--- src/rtl/seg_scan_ctrl.sv ---
`default_nettype none
// ============================================================================
//  Module      : seg_scan_ctrl
//  Description : Time-multiplexes one seven-segment decoder across
//                NUM_DIGITS stopwatch digits. Each digit slot starts with a
//                few blanking cycles (all digits off) before the selected
//                digit is lit, which prevents ghosting. The digit bus is
//                captured into a shadow register once per frame so a frame
//                never mixes old and new digits. Optional leading-zero
//                suppression and a freeze (lap hold) input are provided.
//  Revision    : 1.0 - initial release
// ============================================================================
module seg_scan_ctrl #(
    parameter int NUM_DIGITS   = 4,
    parameter int SCAN_DIV     = 1000,
    parameter int BLANK_CYCLES = 8
) (
    input  logic                          sys_clk,
    input  logic                          reset_n,
    input  logic                          disp_en,
    input  logic                          cfg_cathode_mode,
    input  logic                          lz_en,
    input  logic                          freeze,
    input  logic [4*NUM_DIGITS-1:0]       digits_in,
    output logic [3:0]                    hex_out,
    output logic [NUM_DIGITS-1:0]         digit_en,
    output logic [$clog2(NUM_DIGITS)-1:0] scan_idx,
    output logic                          frame_start
);

    // ------------------------------------------------------------------------
    // Derived constants
    // ------------------------------------------------------------------------
    localparam int c_IDX_W = $clog2(NUM_DIGITS);
    localparam int c_CNT_W = $clog2(SCAN_DIV);

    // Last blank cycle of a slot: the digit lights on the following cycle.
    localparam logic [c_CNT_W-1:0] c_BLANK_LAST = c_CNT_W'(BLANK_CYCLES - 1);
    // Last cycle of a slot: the next slot (and possibly frame) begins after it.
    localparam logic [c_CNT_W-1:0] c_SLOT_LAST  = c_CNT_W'(SCAN_DIV - 1);
    // Highest digit index; stepping past it wraps to digit 0 and a new frame.
    localparam logic [c_IDX_W-1:0] c_LAST_IDX   = c_IDX_W'(NUM_DIGITS - 1);

    // ------------------------------------------------------------------------
    // Scan state machine encoding
    // ------------------------------------------------------------------------
    typedef enum logic [1:0] {
        ST_OFF   = 2'd0,
        ST_BLANK = 2'd1,
        ST_SHOW  = 2'd2
    } state_t;

    // ------------------------------------------------------------------------
    // Registered state
    // ------------------------------------------------------------------------
    state_t                    r_state;
    logic [c_CNT_W-1:0]        r_cnt;
    logic [c_IDX_W-1:0]        r_idx;
    logic [4*NUM_DIGITS-1:0]   r_shadow;
    logic [3:0]                r_hex;
    logic [NUM_DIGITS-1:0]     r_act;
    logic                      r_frame_start;

    // ------------------------------------------------------------------------
    // Combinational helpers
    // ------------------------------------------------------------------------
    logic [3:0]                w_nib [NUM_DIGITS];
    logic [NUM_DIGITS-1:0]     w_upper_zero;
    logic [NUM_DIGITS-1:0]     w_supp;
    logic                      w_last_idx;
    logic [c_IDX_W-1:0]        w_next_idx;
    logic [4*NUM_DIGITS-1:0]   w_snap;
    logic [NUM_DIGITS-1:0]     w_onehot;
    logic                      w_cur_supp;

    // Split the shadow register into per-digit nibbles for indexed access.
    generate
        for (genvar gi = 0; gi < NUM_DIGITS; gi++) begin : g_nib
            assign w_nib[gi] = r_shadow[4*gi +: 4];
        end
    endgenerate

    // A digit is a leading zero when it and every more significant digit are
    // zero. Digit 0 is never suppressed so a zero reading still shows "0".
    generate
        for (genvar gi = 0; gi < NUM_DIGITS; gi++) begin : g_supp
            assign w_upper_zero[gi] = ~|r_shadow[4*NUM_DIGITS-1:4*gi];
            if (gi == 0) begin : g_lsd
                assign w_supp[gi] = 1'b0;
            end else begin : g_upper
                assign w_supp[gi] = lz_en & w_upper_zero[gi];
            end
        end
    endgenerate

    // Next digit index wraps explicitly so non-power-of-two digit counts work.
    assign w_last_idx = (r_idx == c_LAST_IDX);
    assign w_next_idx = w_last_idx ? '0 : r_idx + 1'b1;

    // Value the shadow will hold after a snapshot; freeze keeps the lap value.
    assign w_snap = freeze ? r_shadow : digits_in;

    // One-hot select of the digit owning the current slot.
    assign w_onehot = {{(NUM_DIGITS-1){1'b0}}, 1'b1} << r_idx;

    // Suppression of the current slot's digit, judged from the frame snapshot.
    assign w_cur_supp = w_supp[r_idx];

    // ------------------------------------------------------------------------
    // Scan sequencer: slot timing, digit stepping, snapshot and hex_out.
    // hex_out is only ever loaded at slot start while every digit is dark.
    // ------------------------------------------------------------------------
    always_ff @(posedge sys_clk or negedge reset_n) begin
        if (!reset_n) begin
            r_state       <= ST_OFF;
            r_cnt         <= '0;
            r_idx         <= '0;
            r_shadow      <= '0;
            r_hex         <= '0;
            r_act         <= '0;
            r_frame_start <= 1'b0;
        end else begin
            r_frame_start <= 1'b0;
            if (!disp_en) begin
                // Display off wins over everything; shadow is kept so a
                // frozen lap value survives a display blank.
                r_state <= ST_OFF;
                r_cnt   <= '0;
                r_idx   <= '0;
                r_hex   <= '0;
                r_act   <= '0;
            end else begin
                case (r_state)
                    ST_OFF: begin
                        // Enable always begins a fresh frame at digit 0.
                        r_state       <= ST_BLANK;
                        r_cnt         <= '0;
                        r_idx         <= '0;
                        r_act         <= '0;
                        r_shadow      <= w_snap;
                        r_hex         <= w_snap[3:0];
                        r_frame_start <= 1'b1;
                    end

                    ST_BLANK: begin
                        r_cnt <= r_cnt + 1'b1;
                        if (r_cnt == c_BLANK_LAST) begin
                            r_state <= ST_SHOW;
                            r_act   <= w_cur_supp ? '0 : w_onehot;
                        end else begin
                            r_act   <= '0;
                        end
                    end

                    ST_SHOW: begin
                        if (r_cnt == c_SLOT_LAST) begin
                            r_cnt   <= '0;
                            r_act   <= '0;
                            r_state <= ST_BLANK;
                            r_idx   <= w_next_idx;
                            if (w_last_idx) begin
                                // Frame boundary: capture the digit bus and
                                // present digit 0 of the new snapshot.
                                r_shadow      <= w_snap;
                                r_hex         <= w_snap[3:0];
                                r_frame_start <= 1'b1;
                            end else begin
                                r_hex         <= w_nib[w_next_idx];
                            end
                        end else begin
                            r_cnt <= r_cnt + 1'b1;
                        end
                    end

                    default: begin
                        // Unreachable encoding: recover to a dark display.
                        r_state <= ST_OFF;
                        r_cnt   <= '0;
                        r_idx   <= '0;
                        r_hex   <= '0;
                        r_act   <= '0;
                    end
                endcase
            end
        end
    end

    // ------------------------------------------------------------------------
    // Outputs. Digit select polarity follows the cathode mode directly so a
    // mode change needs no state update.
    // ------------------------------------------------------------------------
    assign digit_en    = r_act ^ {NUM_DIGITS{cfg_cathode_mode}};
    assign hex_out     = r_hex;
    assign scan_idx    = r_idx;
    assign frame_start = r_frame_start;

endmodule
`default_nettype wire

--- config.mk ---
export PLATFORM = sky130hd
export DESIGN_NAME = seg_scan_ctrl
export DESIGN_NICKNAME = d
export VERILOG_FILES = /design/src/rtl/seg_scan_ctrl.sv
export SDC_FILE = /design/constraint.sdc
export NUM_CORES = 1
export LEC_CHECK = 0
export ABC_AREA = 1
export CAP_MARGIN = 20
export CORE_MARGIN = 2
export CORE_UTILIZATION = 54
export CTS_BUF_LIST = sky130_fd_sc_hd__clkbuf_8 sky130_fd_sc_hd__clkbuf_16
export DETAILED_ROUTE_END_ITERATION = 8
export GPL_TIMING_DRIVEN = 0
export PLACE_DENSITY = 0.79
export SYNTH_ARGS = -nofsm -noshare
export SYNTH_HDL_FRONTEND = slang
export SYNTH_SLANG_ARGS = --single-unit
export TNS_END_PERCENT = 20
--- constraint.sdc ---
create_clock -name sys_clk -period 2.1 [get_ports sys_clk]
set_input_delay 0.21 -clock sys_clk [delete_from_list [all_inputs] [get_ports sys_clk]]
set_output_delay 0.21 -clock sys_clk [all_outputs]
set_load 0.01 [all_outputs]
### After elaboration in Yosys (flattened, before gate mapping)

Cells that the tools add are included.

| operators by class | value |
|---|---|
| equality and inequality tests | 10 |
| bitwise gates (word level) | 5 |
| multiplexer cells | 33 |
| shift operators | 1 |
| reductions and logical operators | 11 |
| order comparisons | 2 |
| $add $sub $neg | 2 |
| multiply operators | 0 |
| div/mod/pow operators | 0 |

Operators by type and width:

| cell | count |
|---|---|
| $mux W16 | 3 |
| $mux W4 | 9 |
| $pmux W16 S2 | 1 |
| $mux W10 | 2 |
| $pmux W10 S2 | 1 |
| $mux W2 | 6 |
| $pmux W4 S3 | 1 |
| $reduce_or A12 Y1 | 1 |
| $add A10 B1 Y10 const B | 1 |
| $eq A10 B10 Y1 const B | 1 |
| $eq A10 B3 Y1 const B | 1 |
| $bmux W4 S2 | 1 |
| $pmux W4 S2 | 1 |
| $reduce_or A8 Y1 | 1 |
| $ne A2 B2 Y1 const B | 3 |
| $ne A3 B3 Y1 const B | 2 |
| $pmux W2 S3 | 1 |
| $eq A2 B2 Y1 const B | 2 |
| $mux W1 | 4 |
| $pmux W2 S2 | 1 |
| $reduce_and A2 Y1 | 2 |
| $reduce_and A4 Y1 | 1 |
| $reduce_or A4 Y1 | 1 |
| $shl A1 B2 Y4 const A | 1 |
| 12 further kinds | 16 |

| word-level totals | value |
|---|---|
| input port bits | 22 |
| word-level logic and storage cells | 71 |
| latch bits | 0 |
| ROM bits | 0 |
| memories | 0 |
| bits in writable memories | 0 |
| output and inout bits | 11 |
| flip-flop bits (word level) | 39 |

### Longest topological paths before layout

| depth | value |
|---|---|
| depth in word-level cells | 10 |
| mapped depth | 10 |
| mapped depth without buffers | 9 |

### Worst setup path before layout

Ideal clock, no wire load.

| path | value |
|---|---|
| path type | reg-to-reg |
| start | reg r_idx[0], in the netlist scan_idx[0] |
| end | reg r_hex[2], in the netlist hex_out[2] |
| stages on the path, launching flop included | 11 |
| arrival | 1568 ps |
| library setup time | 118 ps |
| setup slack | 414 ps |
| path buffers | 2 |
| data required time | 1982 ps |
| clock period less this slack | 1686 ps |
| path through | dfrtp_1 > buf_4 > inv_1 > buf_2 > ha_1 > inv_1 > nand3_1 > nand3_1 > nand2_1 > nand2_1 > o21ai_2 |

| between the ends | value |
|---|---|
| longest elaborated chain between the ends | 10 |
| elaborated cells on any way between the ends | 11 |
| classes of those cells | add/sub (1); eq/ne (1); mux (8); bitwise (1) |

Ends and longest elaborated chain:

| what | line | source |
|---|---|---|
| start: declaration | 58 | `logic [c_IDX_W-1:0] r_idx;` |
| start signal: assignment | 160 | `r_idx <= w_next_idx;` |
| $add A2 B1 Y2 / $eq A2 B2 Y1 (equally long branches) | 98, 97 |  |
| $mux W2 | 98 | `assign w_next_idx = w_last_idx ? '0 : r_idx + 1'b1;` |
| $not A2 Y3 (implied by the code) | 168 | `r_hex <= w_nib[w_next_idx];` |
| $bmux W4 S2 | 168 |  |
| $mux W4 (implied by the code) (2 in a row) | 168 |  |
| $mux W4 (*) | 161 | `if (w_last_idx) begin` |
| $mux W4 (*) | 156 | `if (r_cnt == c_SLOT_LAST) begin` |
| $pmux W4 S3 (*) | 133 | `case (r_state)` |
| $mux W4 (*) | 124 | `if (!disp_en) begin` |
| end signal: assignment | 141 | `r_hex <= w_snap[3:0];` |
| end signal: assignment | 165 | `r_hex <= w_snap[3:0];` |
| end signal: assignment | 168 |  |
| end: declaration | 60 | `logic [3:0] r_hex;` |

Every way passes the cells marked *; elsewhere a longest branch is shown, timed or not. The select of a mux whose other input is x is not followed.
A chain may end at the register's enable or synchronous reset.

### Worst setup path after layout

Same ends and word-level chain as after synthesis.

==> results.py <==
metrics = {
    "run": {
        "max_cap_viol_count": 0,
    },
    "floorplan": {
        "placement_row_count": 23,
        "floorplan.die_area_sq_mm": 0.00474,
        "die_h_um": 68.8,
        "ios": 33,
        "coreArea_sq_mm": 0.00403,
        "die_w_um": 68.8,
        "initial_utilization_pct": 56.3,
    },
    "layout": {
        "fraction_of_final_layout_cells_sized_beyond_drive_strength_1_pct": 8.68,
        "final_nets": 364,
        "antenna_cells_inserted": 0,
        "postLayoutCellArea_sq_mm": 0.00274,
        "flow.area_growth_from_synthesis_pct": 20.6,
        "non_filler_instance_count_after_layout": 384,
    },
    "power": {
        "ir_drop_worst_vdd_mv": 0.418,
        "ratio_of_total_power_to_cell_area_mw_per_mm2": 654,
        "leakage_nw": 1.35,
        "totalPowerFinal_mw": 1.79,
    },
    "timing": {
        "achievable-frequency_ghz": 0.543,
        "finalCriticalPeriod_ns": 1.84,
        "number_of_failing_hold_endpoints_at_the_final_stage": 0,
        "relSlewSlack_pct": 43.9,
        "rsz0062_at_grt": "false",
        "hold-worst-slack_ns": 0.0158,
        "clock_tree_skew_after_final_layout_ns": 0.00693,
        "post-route-period-util_pct": 87.6,
        "finalSetupViolCount": 0,
        "final.setup.tns_ns": 0,
        "timing_worst_slew_pin_value_ns": 0.841,
        "final-max-slew-violation-count": 0,
    },
    "placement": {
        "post-dp-hpwl_um": 3470,
        "place_area_sq_mm": 0.00264,
        "io_buffers": 31,
        "finalWeightedCongestion": 0.816,
        "place_inst": 376,
    },
    "routing": {
        "via_count": 1960,
        "via_density_per_instance": 5.10,
        "initialDrtViolationCount": 125,
        "ant_nets_after_route": 0,
        "wl_per_cell_um": 11.7,
        "first_pass_iters": 4,
        "drt-total-wl_um": 4490,
        "drc": 0,
    },
    "clock_tree": {
        "tritoncts.num_buffers": 5,
        "worstSkewPairLatency_ns": 0.29,
        "cts_resized": 0,
        "tritoncts": "built",
        "htree_levels": 2,
        "clk_pin_slew_worst_paths_ns": 0.07,
        "cts-root-buf": "sky130_fd_sc_hd__clkbuf_8",
        "tritoncts_num_sinks": 39,
        "cts_post_setup_buffers_inserted": 0,
        "cts_hold_repair.buffers": 0,
        "cts_buffer_depth": 2,
    },
    "synthesis": {
        "netlist_top_cells_area": "sky130_fd_sc_hd__dfrtp_1 43%, sky130_fd_sc_hd__nand2_1 19%, sky130_fd_sc_hd__nand3_1 5.5%",
        "ys_ff_latch": 39,
        "synth.most_common_cell": "sky130_fd_sc_hd__nand2_1",
        "synth.avg_cell_area_sq_um": 7.69,
        "share_of_synthesized_area_occupied_by_flip_flops_and_latches_pct": 43.0,
        "async_reset_ff_share_pct": 100,
        "postSynthCellCount": 295,
        "synth_area_sq_mm": 0.00227,
        "synth.net_count": 326,
        "synth.top_cell.area_share_pct": 43.0,
        "synth.largest_area_cell": "sky130_fd_sc_hd__dfrtp_1",
        "post_synth_most_frequent_cells": "112 x sky130_fd_sc_hd__nand2_1, 39 x sky130_fd_sc_hd__dfrtp_1, 27 x sky130_fd_sc_hd__nor2_1",
        "synth-main-ff-cell": "sky130_fd_sc_hd__dfrtp_1",
        "synth-edff-count": 0,
        "ys_warn_count": 0,
        "yosysUniqueCellTypes": 27,
    },
    "run_status": {
        "outcome": "complete, no violations",
    },
    "global_route": {
        "grt_pass1_wl_um": 7670,
        "via_count_of_the_first_global_routing_pass": 1762,
        "grt_use_total_pct": 22.1,
        "grt_max_degree": 40,
        "grt_overflow_total": 0,
        "grt_antenna_before_repair": 0,
    },
    "critical_path": {
        "crit_path_arrival_time_ns": 2.06,
        "cp_data_required_time_ns": 2.32,
        "critical_path_class": "reg2reg",
        "timing.critical_path.from_type": "flip-flop",
        "path_max_fanout": 11,
        "worstSetupEndpointType": "flip-flop",
    },
    "min_path": {
        "worst_hold_path_type": "in2async",
    },
}
-- flip-flops by register name (all words and copies together), names as in the netlist --
| signal | cells |
|---|---|
| frame_start | 1 |
| hex_out | 4 |
| r_act | 4 |
| r_cnt | 10 |
| r_shadow | 16 |
| r_state | 2 |
| scan_idx | 2 |
-- per-layer routing --
layer	up-vias	wire, um	track usage, %
li1	1018	-	-
met1	899	2000	27.5
met2	37	2260	38.1
met3	6	166	4.87
met4	0	67	7.35
met5	-	0	0
-- cells by family (layout without fill, tap and decap cells) --
logic type               Yosys count  count (layout)  share of synthesized area (%)
buffers and inverters             32              71                           6.62
flip-flops                        39              39                           43.0
XOR/XNOR                          10              10                           3.86
adder cells (fa/ha/maj)            9               9                           4.96
AO/OA/AOI/OAI                     14              14                           3.59
AND/OR/NAND/NOR                  191             191                           37.9
-- stage by stage --
stage	setup WS, ns	utilization (%)
after floorplan	0.414	-
after global placement	-0.108	65.6
after detailed placement	0.282	65.4
after CTS	0.256	67.9
after global routing	0.0671	67.9
final	0.260	67.9
-- placed cells by master (no fill, tap or decap), types with 2 or more instances in the layout --
cell type                         instances
sky130_fd_sc_hd__nand2_1                112
sky130_fd_sc_hd__dfrtp_1                 39
sky130_fd_sc_hd__clkdlybuf4s50_1         30
sky130_fd_sc_hd__nor2_1                  27
sky130_fd_sc_hd__nand3_1                 25
sky130_fd_sc_hd__inv_1                   23
sky130_fd_sc_hd__nand4_1                 14
sky130_fd_sc_hd__xor2_1                   9
sky130_fd_sc_hd__ha_1                     9
sky130_fd_sc_hd__clkbuf_8                 7
sky130_fd_sc_hd__o21ai_0                  6
sky130_fd_sc_hd__buf_2                    4
sky130_fd_sc_hd__o21ai_1                  4
sky130_fd_sc_hd__buf_4                    3
sky130_fd_sc_hd__nand2_4                  3
sky130_fd_sc_hd__o21ai_2                  3
sky130_fd_sc_hd__nand3_4                  2
sky130_fd_sc_hd__nor3_1                   2
sky130_fd_sc_hd__buf_6                    2
-- power by group --
group | switching (mW) | total (mW) | leakage, nW | internal [mW]
clock | 0.246 | 0.541 | 0.0557 | 0.295
sequential | 0.0749 | 0.913 | 0.517 | 0.838
combinational | 0.182 | 0.337 | 0.778 | 0.155
-- worst max-delay path: stages (launching register included) --
cell and delay [ns]:
sky130_fd_sc_hd__dfrtp_1 0.40, sky130_fd_sc_hd__buf_4 0.18, sky130_fd_sc_hd__inv_1 0.07, sky130_fd_sc_hd__buf_2 0.18, sky130_fd_sc_hd__ha_1 0.40, sky130_fd_sc_hd__inv_1 0.11, sky130_fd_sc_hd__nand3_1 0.10, sky130_fd_sc_hd__nand3_1 0.08
sky130_fd_sc_hd__nand2_1 0.07, sky130_fd_sc_hd__nand2_1 0.06, sky130_fd_sc_hd__o21ai_2 0.11
-- path summary, 6_finish.rpt --
kind                                     to   startpoint  slack (ns)  cells past startpoint
worst max-delay path             hex_out[2]  scan_idx[0]        0.26                     10
worst min-delay path               r_cnt[7]      reset_n        0.02                      1
worst max register to register   hex_out[2]  scan_idx[0]        0.26                     10
worst min register to register   hex_out[2]   hex_out[2]        0.48                      2
max in group asynchronous          r_act[3]      reset_n        1.55                      1
min in group sys_clk            frame_start      disp_en        0.22                      3
-- cell type report --
| type | count | area [sq um] |
|---|---|---|
| Tap cell | 50 | 62.6 |
| Inverter | 24 | 90.1 |
| Multi-Input combinational cell | 224 | 1140 |
| Sequential cell | 39 | 976 |
| Clock buffer | 7 | 96.3 |
| Clock inverter | 1 | 3.75 |
| Fill cell | 342 | 1290 |
| Buffer | 8 | 60.1 |
| Timing Repair Buffer | 31 | 305 |
No activity file was read; power rests on OpenSTA's default activity.
